--- src/rtl/rx_crc_check_pkg.sv ---
// ---------------------------------------------------------------------------
// rx_crc_check_pkg
//
// Shared definitions for the receive-side Ethernet CRC-32 checker:
//   - CRC32_POLY    : reflected Ethernet polynomial
//   - CRC32_INIT    : register seed at the start of every frame
//   - CRC32_RESIDUE : register value left after running a good frame
//                     through the CRC together with its own FCS bytes
//   - state_t / ST_*: checker FSM state encoding
//   - crc32_byte()  : one-byte, LSB-first CRC-32 update
// ---------------------------------------------------------------------------
package rx_crc_check_pkg;

    localparam logic [31:0] CRC32_POLY    = 32'hEDB8_8320;
    localparam logic [31:0] CRC32_INIT    = 32'hFFFF_FFFF;
    localparam logic [31:0] CRC32_RESIDUE = 32'hDEBB_20E3;

    typedef logic [1:0] state_t;

    localparam state_t ST_IDLE  = 2'd0;
    localparam state_t ST_ACCUM = 2'd1;
    localparam state_t ST_CHECK = 2'd2;

    // The register holds the CRC in reflected form, so each data bit
    // enters at bit 0 and the register shifts right.
    function automatic logic [31:0] crc32_byte(input logic [31:0] crc,
                                               input logic [7:0]  data);
        logic [31:0] c;
        c = crc ^ {24'd0, data};
        for (int b = 0; b < 8; b++) begin
            c = c[0] ? ((c >> 1) ^ CRC32_POLY) : (c >> 1);
        end
        return c;
    endfunction

endpackage

--- src/rtl/crc32_lanes.sv ---
// ---------------------------------------------------------------------------
// crc32_lanes
//
// Combinational multi-lane CRC-32 update. Folds the first lane_count bytes
// of a beat (lane 0 first) into the incoming CRC. A lane_count of zero
// passes the CRC through unchanged.
//
// Ports:
//   crc_in     [31:0]              CRC before this beat
//   data       [DATA_BYTES*8-1:0]  beat data, lane 0 in data[7:0]
//   lane_count [LCW-1:0]           number of leading lanes to process
//   crc_out    [31:0]              CRC after this beat
// ---------------------------------------------------------------------------
module crc32_lanes
    import rx_crc_check_pkg::*;
#(
    parameter int DATA_BYTES = 8,
    localparam int LCW       = $clog2(DATA_BYTES + 1)
) (
    input  logic [31:0]             crc_in,
    input  logic [DATA_BYTES*8-1:0] data,
    input  logic [LCW-1:0]          lane_count,
    output logic [31:0]             crc_out
);

    logic [31:0] acc;

    // Unrolled byte chain; lanes at or beyond lane_count are skipped so a
    // partial eof beat only contributes its valid bytes.
    always_comb begin
        acc = crc_in;
        for (int i = 0; i < DATA_BYTES; i++) begin
            if (i < int'(lane_count)) begin
                acc = crc32_byte(acc, data[i*8 +: 8]);
            end
        end
    end

    assign crc_out = acc;

endmodule

--- src/rtl/rx_crc_check.sv ---
// ---------------------------------------------------------------------------
// rx_crc_check
//
// Receive-side Ethernet CRC-32 checker. Accumulates the CRC over the valid
// lanes of each beat of a frame and, two cycles after the eof beat, pulses
// either crc_check_valid or crc_check_invalid. Bad frames are counted in a
// saturating error counter.
//
// Parameters:
//   DATA_BYTES    lanes per beat (1, 2, 4, 8 or 16)
//   RESIDUE_MODE  0: compare ~CRC with fcs_in latched at eof
//                 1: FCS travels in the data stream, check the CRC residue
//   CNT_WIDTH     error counter width
//
// Ports:
//   rxclk              clock, all state changes on its rising edge
//   reset              asynchronous active-high reset
//   rxd                beat data, lane 0 in rxd[7:0] is first on the wire
//   rx_valid           lane enables, contiguous from lane 0
//   sof                first beat of a frame (needs rx_valid != 0)
//   eof                last beat of a frame
//   fcs_in             received FCS, sampled on the eof beat
//   clr_count          synchronous clear of crc_err_count
//   crc_check_valid    one-cycle pulse, frame CRC good
//   crc_check_invalid  one-cycle pulse, frame CRC bad
//   crc_err_count      saturating count of bad frames
//   busy               high while a frame is being accumulated or checked
// ---------------------------------------------------------------------------
module rx_crc_check
    import rx_crc_check_pkg::*;
#(
    parameter int DATA_BYTES   = 8,
    parameter int RESIDUE_MODE = 0,
    parameter int CNT_WIDTH    = 16
) (
    input  logic                    rxclk,
    input  logic                    reset,
    input  logic [DATA_BYTES*8-1:0] rxd,
    input  logic [DATA_BYTES-1:0]   rx_valid,
    input  logic                    sof,
    input  logic                    eof,
    input  logic [31:0]             fcs_in,
    input  logic                    clr_count,
    output logic                    crc_check_valid,
    output logic                    crc_check_invalid,
    output logic [CNT_WIDTH-1:0]    crc_err_count,
    output logic                    busy
);

    localparam int LCW = $clog2(DATA_BYTES + 1);

    state_t         state_q;
    state_t         state_d;
    logic [31:0]    crc_q;
    logic [31:0]    crc_d;
    logic [31:0]    fcs_q;
    logic [31:0]    fcs_d;
    logic [LCW-1:0] lane_count;
    logic           beat;
    logic           start;
    logic [31:0]    crc_base;
    logic [31:0]    crc_upd;
    logic           in_check;
    logic           fcs_ok;
    logic           residue_ok;
    logic           crc_good;
    logic           bad_frame;
    logic [CNT_WIDTH-1:0] count_d;

    // Lanes are contiguous from lane 0, so the number of set enables is
    // exactly how many leading bytes of the beat belong to the frame.
    always_comb begin
        lane_count = '0;
        for (int i = 0; i < DATA_BYTES; i++) begin
            lane_count = lane_count + LCW'(rx_valid[i]);
        end
    end

    assign beat  = |rx_valid;
    assign start = sof & beat;

    // A new frame starts from the seed value rather than the running CRC,
    // which lets the sof beat be seeded and folded in the same cycle.
    assign crc_base = start ? CRC32_INIT : crc_q;

    crc32_lanes #(
        .DATA_BYTES (DATA_BYTES)
    ) u_lanes (
        .crc_in     (crc_base),
        .data       (rxd),
        .lane_count (lane_count),
        .crc_out    (crc_upd)
    );

    // Frame sequencing. A qualified sof wins in every state: in IDLE it
    // opens a frame, in ACCUM it abandons the current one, and in CHECK
    // it overlaps the result cycle of the previous frame. An eof with no
    // valid lanes closes the frame on the CRC of the prior beat.
    always_comb begin
        state_d = state_q;
        crc_d   = crc_q;
        fcs_d   = fcs_q;
        if (start) begin
            crc_d   = crc_upd;
            state_d = eof ? ST_CHECK : ST_ACCUM;
            if (eof) begin
                fcs_d = fcs_in;
            end
        end else begin
            case (state_q)
                ST_ACCUM: begin
                    crc_d = crc_upd;
                    if (eof) begin
                        state_d = ST_CHECK;
                        fcs_d   = fcs_in;
                    end
                end
                ST_CHECK: begin
                    state_d = ST_IDLE;
                end
                default: begin
                    state_d = ST_IDLE;
                end
            endcase
        end
    end

    // The check uses the registered CRC, which still holds the finished
    // frame even if a new sof is reseeding crc_d in the same cycle.
    assign in_check   = (state_q == ST_CHECK);
    assign fcs_ok     = (~crc_q == fcs_q);
    assign residue_ok = (crc_q == CRC32_RESIDUE);
    assign crc_good   = (RESIDUE_MODE != 0) ? residue_ok : fcs_ok;
    assign bad_frame  = in_check & ~crc_good;

    // Clear takes priority but still counts a bad frame landing on the
    // same edge, so that frame is not lost from the statistics.
    always_comb begin
        count_d = crc_err_count;
        if (clr_count) begin
            count_d = bad_frame ? CNT_WIDTH'(1) : '0;
        end else if (bad_frame && (crc_err_count != {CNT_WIDTH{1'b1}})) begin
            count_d = crc_err_count + CNT_WIDTH'(1);
        end
    end

    // All outputs are registered so the result pulse lands two cycles
    // after the eof beat and busy follows the state being entered.
    always_ff @(posedge rxclk or posedge reset) begin
        if (reset) begin
            state_q           <= ST_IDLE;
            crc_q             <= CRC32_INIT;
            fcs_q             <= '0;
            crc_check_valid   <= 1'b0;
            crc_check_invalid <= 1'b0;
            crc_err_count     <= '0;
            busy              <= 1'b0;
        end else begin
            state_q           <= state_d;
            crc_q             <= crc_d;
            fcs_q             <= fcs_d;
            crc_check_valid   <= in_check & crc_good;
            crc_check_invalid <= bad_frame;
            crc_err_count     <= count_d;
            busy              <= (state_d != ST_IDLE);
        end
    end

endmodule
--- config.mk ---
export PLATFORM = sky130hd
export DESIGN_NAME = rx_crc_check
export DESIGN_NICKNAME = d
export VERILOG_FILES = /design/src/rtl/rx_crc_check_pkg.sv /design/src/rtl/crc32_lanes.sv /design/src/rtl/rx_crc_check.sv
export SDC_FILE = /design/constraint.sdc
export NUM_CORES = 1
export LEC_CHECK = 0
export ABC_CLOCK_PERIOD_IN_PS = 26800
export BUFFER_PORTS_ARGS = -buffer_cell sky130_fd_sc_hd__clkbuf_2
export CAP_MARGIN = 20
export CORE_MARGIN = 10
export CORE_UTILIZATION = 40
export DETAILED_ROUTE_END_ITERATION = 10
export SYNTH_ARGS = -nofsm -noshare
export SYNTH_HDL_FRONTEND = slang
export SYNTH_SLANG_ARGS = --single-unit
--- constraint.sdc ---
create_clock -name rxclk -period 26.8 [get_ports rxclk]
set_clock_uncertainty 0.05 [all_clocks]
set_input_delay 2.68 -clock rxclk [delete_from_list [all_inputs] [get_ports rxclk]]
set_output_delay 2.68 -clock rxclk [all_outputs]
set_load 0.01 [all_outputs]
==> results.txt, run 1 <==
R2R depth: 29
WL/cell: 22.6 um
Top FF cell, synth: dfrtp_1
share of post-route cells with drive strength above 1: 16.1%
CP Launch Type: input pin
Required @ worst endpoint: 27.03 ns
pre-CTS setup slack: 9.88 ns
commonest non-fill, non-tap cells in the layout: xnor2_1 (293), nor2_1 (189), xor2_1 (176)
most common cell after layout, fill and taps aside: xnor2_1
WP data arrival: 17.04 ns
# Post-CTS Setup Buffers: 0
post-synthesis sequential area ratio: 13.2%
Die X: 223 um
filler cell count: 4101
actual slew at the worst max-slew pin: 1.16 ns
Yosys top cell by area: xnor2_1
status: completed
Post-Syn Instances: 1968
Synthesis Warnings: 0
clock tree buffer depth: 2
Max-slew headroom: 22.3%
Pre-Repair DR Iteration Count: 6
hold buffer count at cts: 0
GR Layer Usage met1: 31.2%
max cap viols: 0
Placer Congestion: 0.959
Final ANT Viol Nets: 0
CP most frequent cell: fa_1
IO Pins: 128
Initial Util: 40.3%
critical path endpoint category: flop
nets: 2135
Worst path slowest cell: a21o_1
fin crit share: 62.7%
GRT met3 Usage: 3.03%
Hold Path Sink: crc_check_valid$_DFF_PP0_
Die H: 223 um
Critical Path Fanout Max: 30
CTS root buf: clkbuf_16
# setup viols final: 0
Final Critical Period: 16.81 ns
drt total wl: 57600 um
Skew-Pair Late Insertion Delay: 0.35 ns
largest cells by area after synthesis: xnor2_1 (16%), xnor3_1 (9.5%), xor2_1 (9.4%), dfrtp_1 (8.1%), dfstp_2 (5.1%)
first-pass GRT wire length: 88000 um
maximum clock frequency: 0.0595 GHz
Reg clk slew, reported paths: 0.06 ns
total gr overflow: 0
fraction of registers with async set or reset after synthesis: 100%
layer with the highest usage: met2
Rows: 74
EDFF count, synth: 0
residual DRC count: 0
share of the synthesized area in the top cell type: 15.6%
initial antenna violation count: 1
#FFs+latches synth: 85
WS Path Type: input pin to flop
hold depth: 1
register-to-register setup slack: 15.02 ns
DR iter-0 viols: 1513
Hold/Removal Path Class: flop to flop
Synth Net Count: 2086
All-Layer GR Usage: 22.4%
setup TNS: 0 ns
Netlist cell types: 90
RSZ-0062 raised after global routing: no
placed wire-length estimate: 46300 um
Post-Syn Area: 16400 um2
Core ar.: 40700 um2
number of global-route vias before repair: 14467
Port Buffers: 127
drt via density: 5.90
Final Max Slew Viols: 0
worst r2r dst: crc_q[23]$_DFFE_PP1N_
CTS tree: built
Die ar.: 49600 um2
syn avg cell area: 8.35 um2
final hold viol count: 0
P&R area growth vs syn: 8.47%
via total after detailed routing: 15064
Core Util, Final: 43.8%
clk sinks: 85
CP max stage delay: 0.76 ns
depth of the CTS H-tree: 3
final worst setup slack: 9.99 ns
maximum number of pins on one net before global-route repair: 51
post-CTS sizing: 0
grt met2 use: 35.7%
hold wc startpoint: state_q[0]$_DFF_PP0_
Critical R2R Launch: crc_q[0]$_DFFE_PP1N_
total CTS buffers: 9
-- routing by layer --
metal,part of all wire (%),vias up
met5,0,-
met2,46,567
met4,2.2,0
met3,7.0,66
met1,45,7362
li1,-,7069
-- through the flow --
step / hold slack (ns) / instances / area, um2
after floorplan: 0.381 / 1968 / 16400
after global placement: 0.422 / 2538 / 17500
after detailed placement: 0.426 / 2538 / 17500
after CTS: 0.430 / 2554 / 17800
after global routing: 0.449 / 2555 / 17800
final: 0.434 / 2555 / 17800
-- logic make-up after synthesis --
logic type | synth area share, %
mux | 8.60
simple gates | 18.8
fa+ha+maj | 0.868
flops | 13.2
compound gates | 15.8
xor+xnor | 39.2
buf+inv | 3.50
-- cells in the mapped netlist, types with 13 or more instances --
| master | n |
|---|---|
| xnor2_1 | 293 |
| nor2_1 | 192 |
| xor2_1 | 176 |
| nand2_1 | 148 |
| a21oi_1 | 120 |
| clkbuf_1 | 85 |
| o21ai_0 | 84 |
| mux2i_1 | 80 |
| xnor3_1 | 69 |
| dfrtp_1 | 53 |
| nand3_1 | 51 |
| mux2_2 | 49 |
| nor3_1 | 45 |
| o211ai_1 | 36 |
| dfstp_2 | 32 |
| nand4_1 | 32 |
| inv_1 | 28 |
| nor4_1 | 22 |
| and3_1 | 21 |
| nor4b_1 | 18 |
| or3_1 | 17 |
| a211oi_1 | 15 |
| o21ai_1 | 15 |
| buf_1 | 14 |
| xor3_1 | 14 |
| a31oi_1 | 13 |
-- sequential cells by signal (all words and copies together) (netlist names) --
name and cells:
state_q 2, crc_check_invalid 1, crc_check_valid 1, fcs_q 32, crc_err_count 16, crc_q 32, busy 1
-- cell type report --
| class | instances | area, um2 | share of cell area, % |
|---|---|---|---|
| Antenna cell | 1 | 2.50 | 0.0140 |
| Clock buffer | 9 | 225 | 1.26 |
| Clock inverter | 7 | 66.3 | 0.372 |
| Inverter | 30 | 114 | 0.639 |
| Multi-Input combinational cell | 1739 | 13800 | 77.2 |
| Sequential cell | 85 | 2170 | 12.2 |
| Tap cell | 532 | 666 | 3.73 |
| Timing Repair Buffer | 152 | 823 | 4.62 |
-- worst max-delay path by stage --
stage           startpoint                    end  slack (ns)
2_1_floorplan  rx_valid[3]  crc_q[19]$_DFFE_PP1N_       13.00
3_3_place_gp   rx_valid[3]  crc_q[23]$_DFFE_PP1N_       10.46
3_5_place_dp   rx_valid[3]  crc_q[23]$_DFFE_PP1N_        9.88
4_1_cts        rx_valid[3]  crc_q[23]$_DFFE_PP1N_       10.23
5_1_grt        rx_valid[3]  crc_q[23]$_DFFE_PP1N_        9.14
6_report       rx_valid[3]  crc_q[23]$_DFFE_PP1N_        9.99
-- critical path, delay by kind of cell --
family | cells | cell delay [ns]
XOR/XNOR | 15 | 5.54
AO/OA/AOI/OAI | 6 | 3.17
adder cells (fa/ha/maj) | 5 | 2.41
AND/OR/NAND/NOR | 6 | 2.15
multiplexers | 2 | 0.70
buffers and inverters | 3 | 0.33
Power of run 1 is left out: the tool's default activity adds up to more than one toggle a clock period on the data nets, which glitch-free logic cannot reach.
==> run 2, diff against run 1 <==
--- a/config.mk
+++ b/config.mk
@@ -5,7 +5,7 @@
 export SDC_FILE = /design/constraint.sdc
 export NUM_CORES = 1
 export LEC_CHECK = 0
-export ABC_CLOCK_PERIOD_IN_PS = 26800
+export ABC_CLOCK_PERIOD_IN_PS = 16500
 export BUFFER_PORTS_ARGS = -buffer_cell sky130_fd_sc_hd__clkbuf_2
 export CAP_MARGIN = 20
 export CORE_MARGIN = 10
==> constraint.sdc (replaced) <==
create_clock -name rxclk -period 16.5 [get_ports rxclk]
set_clock_uncertainty 0.05 [all_clocks]
set_input_delay 1.65 -clock rxclk [delete_from_list [all_inputs] [get_ports rxclk]]
set_output_delay 1.65 -clock rxclk [all_outputs]
set_load 0.01 [all_outputs]
==> results.txt, run 2 (synthesis gave the netlist of run 1 again) <==
Final Critical Period: 15.69 ns
Setup crit start: rx_valid[3]
Port Buffers: 127
Pre-Repair DR Iteration Count: 6
Hold Path Sink: crc_check_valid$_DFF_PP0_
filler cell count: 4116
hold depth: 1
Worst path slowest cell: xor2_1
drt total wl: 57400 um
WL/cell: 22.4 um
worst r2r dst: crc_q[23]$_DFFE_PP1N_
Core ar.: 40700 um2
CP Launch Type: input pin
clk sinks: 85
Die X: 223 um
Critical Path Fanout Max: 30
nets: 2141
most common cell after layout, fill and taps aside: xnor2_1
Critical R2R Launch: crc_q[5]$_DFFE_PP1N_
All-Layer GR Usage: 22.0%
P&R area growth vs syn: 8.67%
commonest non-fill, non-tap cells in the layout: xnor2_1 (293), nor2_1 (189), xor2_1 (176)
final hold viol count: 0
via total after detailed routing: 15022
CP most frequent cell: fa_1
IO Pins: 128
# setup viols final: 0
Max-slew headroom: 25.1%
WP data arrival: 15.92 ns
hold buffer count at cts: 0
total gr overflow: 0
CTS root buf: clkbuf_16
residual DRC count: 0
Rows: 74
critical path endpoint category: flop
register-to-register setup slack: 4.49 ns
WS Path Type: input pin to flop
Placer Congestion: 0.979
first-pass GRT wire length: 87300 um
maximum clock frequency: 0.0637 GHz
share of post-route cells with drive strength above 1: 16.3%
# Post-CTS Setup Buffers: 0
Required @ worst endpoint: 16.73 ns
Die H: 223 um
Initial Util: 40.3%
hold wc startpoint: state_q[0]$_DFF_PP0_
status: completed
number of global-route vias before repair: 14240
biggest regs: crc_q x32, fcs_q x32, crc_err_count x16
placed wire-length estimate: 46200 um
drt via density: 5.86
total CTS buffers: 9
CTS tree: built
Hold/Removal Path Class: flop to flop
Final Max Slew Viols: 0
clock tree buffer depth: 2
RSZ-0062 raised after global routing: no
actual slew at the worst max-slew pin: 1.11 ns
Final ANT Viol Nets: 0
Die ar.: 49600 um2
CP max stage delay: 0.75 ns
fin crit share: 95.1%
max cap viols: 0
initial antenna violation count: 3
depth of the CTS H-tree: 3
setup TNS: 0 ns
DR iter-0 viols: 1735
maximum number of pins on one net before global-route repair: 51
Reg clk slew, reported paths: 0.06 ns
Skew-Pair Late Insertion Delay: 0.34 ns
post-CTS sizing: 0
R2R depth: 29
[run 2: how the worst max path moves through the flow]
stage | depth (start not counted) | end
after floorplan | 36 | crc_q[19]$_DFFE_PP1N_
after CTS | 38 | crc_q[23]$_DFFE_PP1N_
final | 38 | crc_q[23]$_DFFE_PP1N_
after global placement | 38 | crc_q[23]$_DFFE_PP1N_
after detailed placement | 38 | crc_q[23]$_DFFE_PP1N_
after global routing | 38 | crc_q[23]$_DFFE_PP1N_
[run 2: critical path, delay by kind of cell]
family          cells  cell delay (ns)
buf+inv             4             0.61
xor+xnor           15             5.84
simple gates        6             2.04
mux                 2             0.70
fa+ha+maj           5             2.42
compound gates      6             2.58
[run 2: routing by layer]
| metal | vias to the layer above | track usage (%) | wire length, um |
|---|---|---|---|
| met3 | 56 | 1.76 | 3380 |
| met5 | - | 0 | 0 |
| met2 | 533 | 35.0 | 26500 |
| li1 | 7075 | - | - |
| met4 | 0 | 5.21 | 1110 |
| met1 | 7358 | 31.5 | 26300 |
[run 2: layout make-up]
| type | count | area [um2] | area share (%) |
|---|---|---|---|
| clock buffer | 9 | 225 | 1.26 |
| multi-input combinational | 1739 | 13800 | 77.1 |
| sequential | 85 | 2170 | 12.1 |
| timing repair buffer | 158 | 868 | 4.86 |
| antenna | 2 | 5.00 | 0.0280 |
| clock inverter | 7 | 51.3 | 0.287 |
| tap | 532 | 666 | 3.73 |
| inverter | 30 | 114 | 0.638 |
[run 2: through the flow]
| step | std cells | hold WS (ns) | worst slack, ns | utilization (%) | cell area, um2 |
|---|---|---|---|---|---|
| floorplan | 1968 | 0.381 | 3.73 | - | 16400 |
| global placement | 2544 | 0.425 | 0.987 | 43.1 | 17600 |
| detailed placement | 2544 | 0.431 | 0.593 | 43.1 | 17600 |
| CTS | 2560 | 0.435 | 0.961 | 43.8 | 17900 |
| global route | 2562 | 0.463 | 0.0719 | 43.8 | 17900 |
| finish | 2562 | 0.429 | 0.809 | 43.8 | 17900 |
Power of run 2 is left out for the same reason.
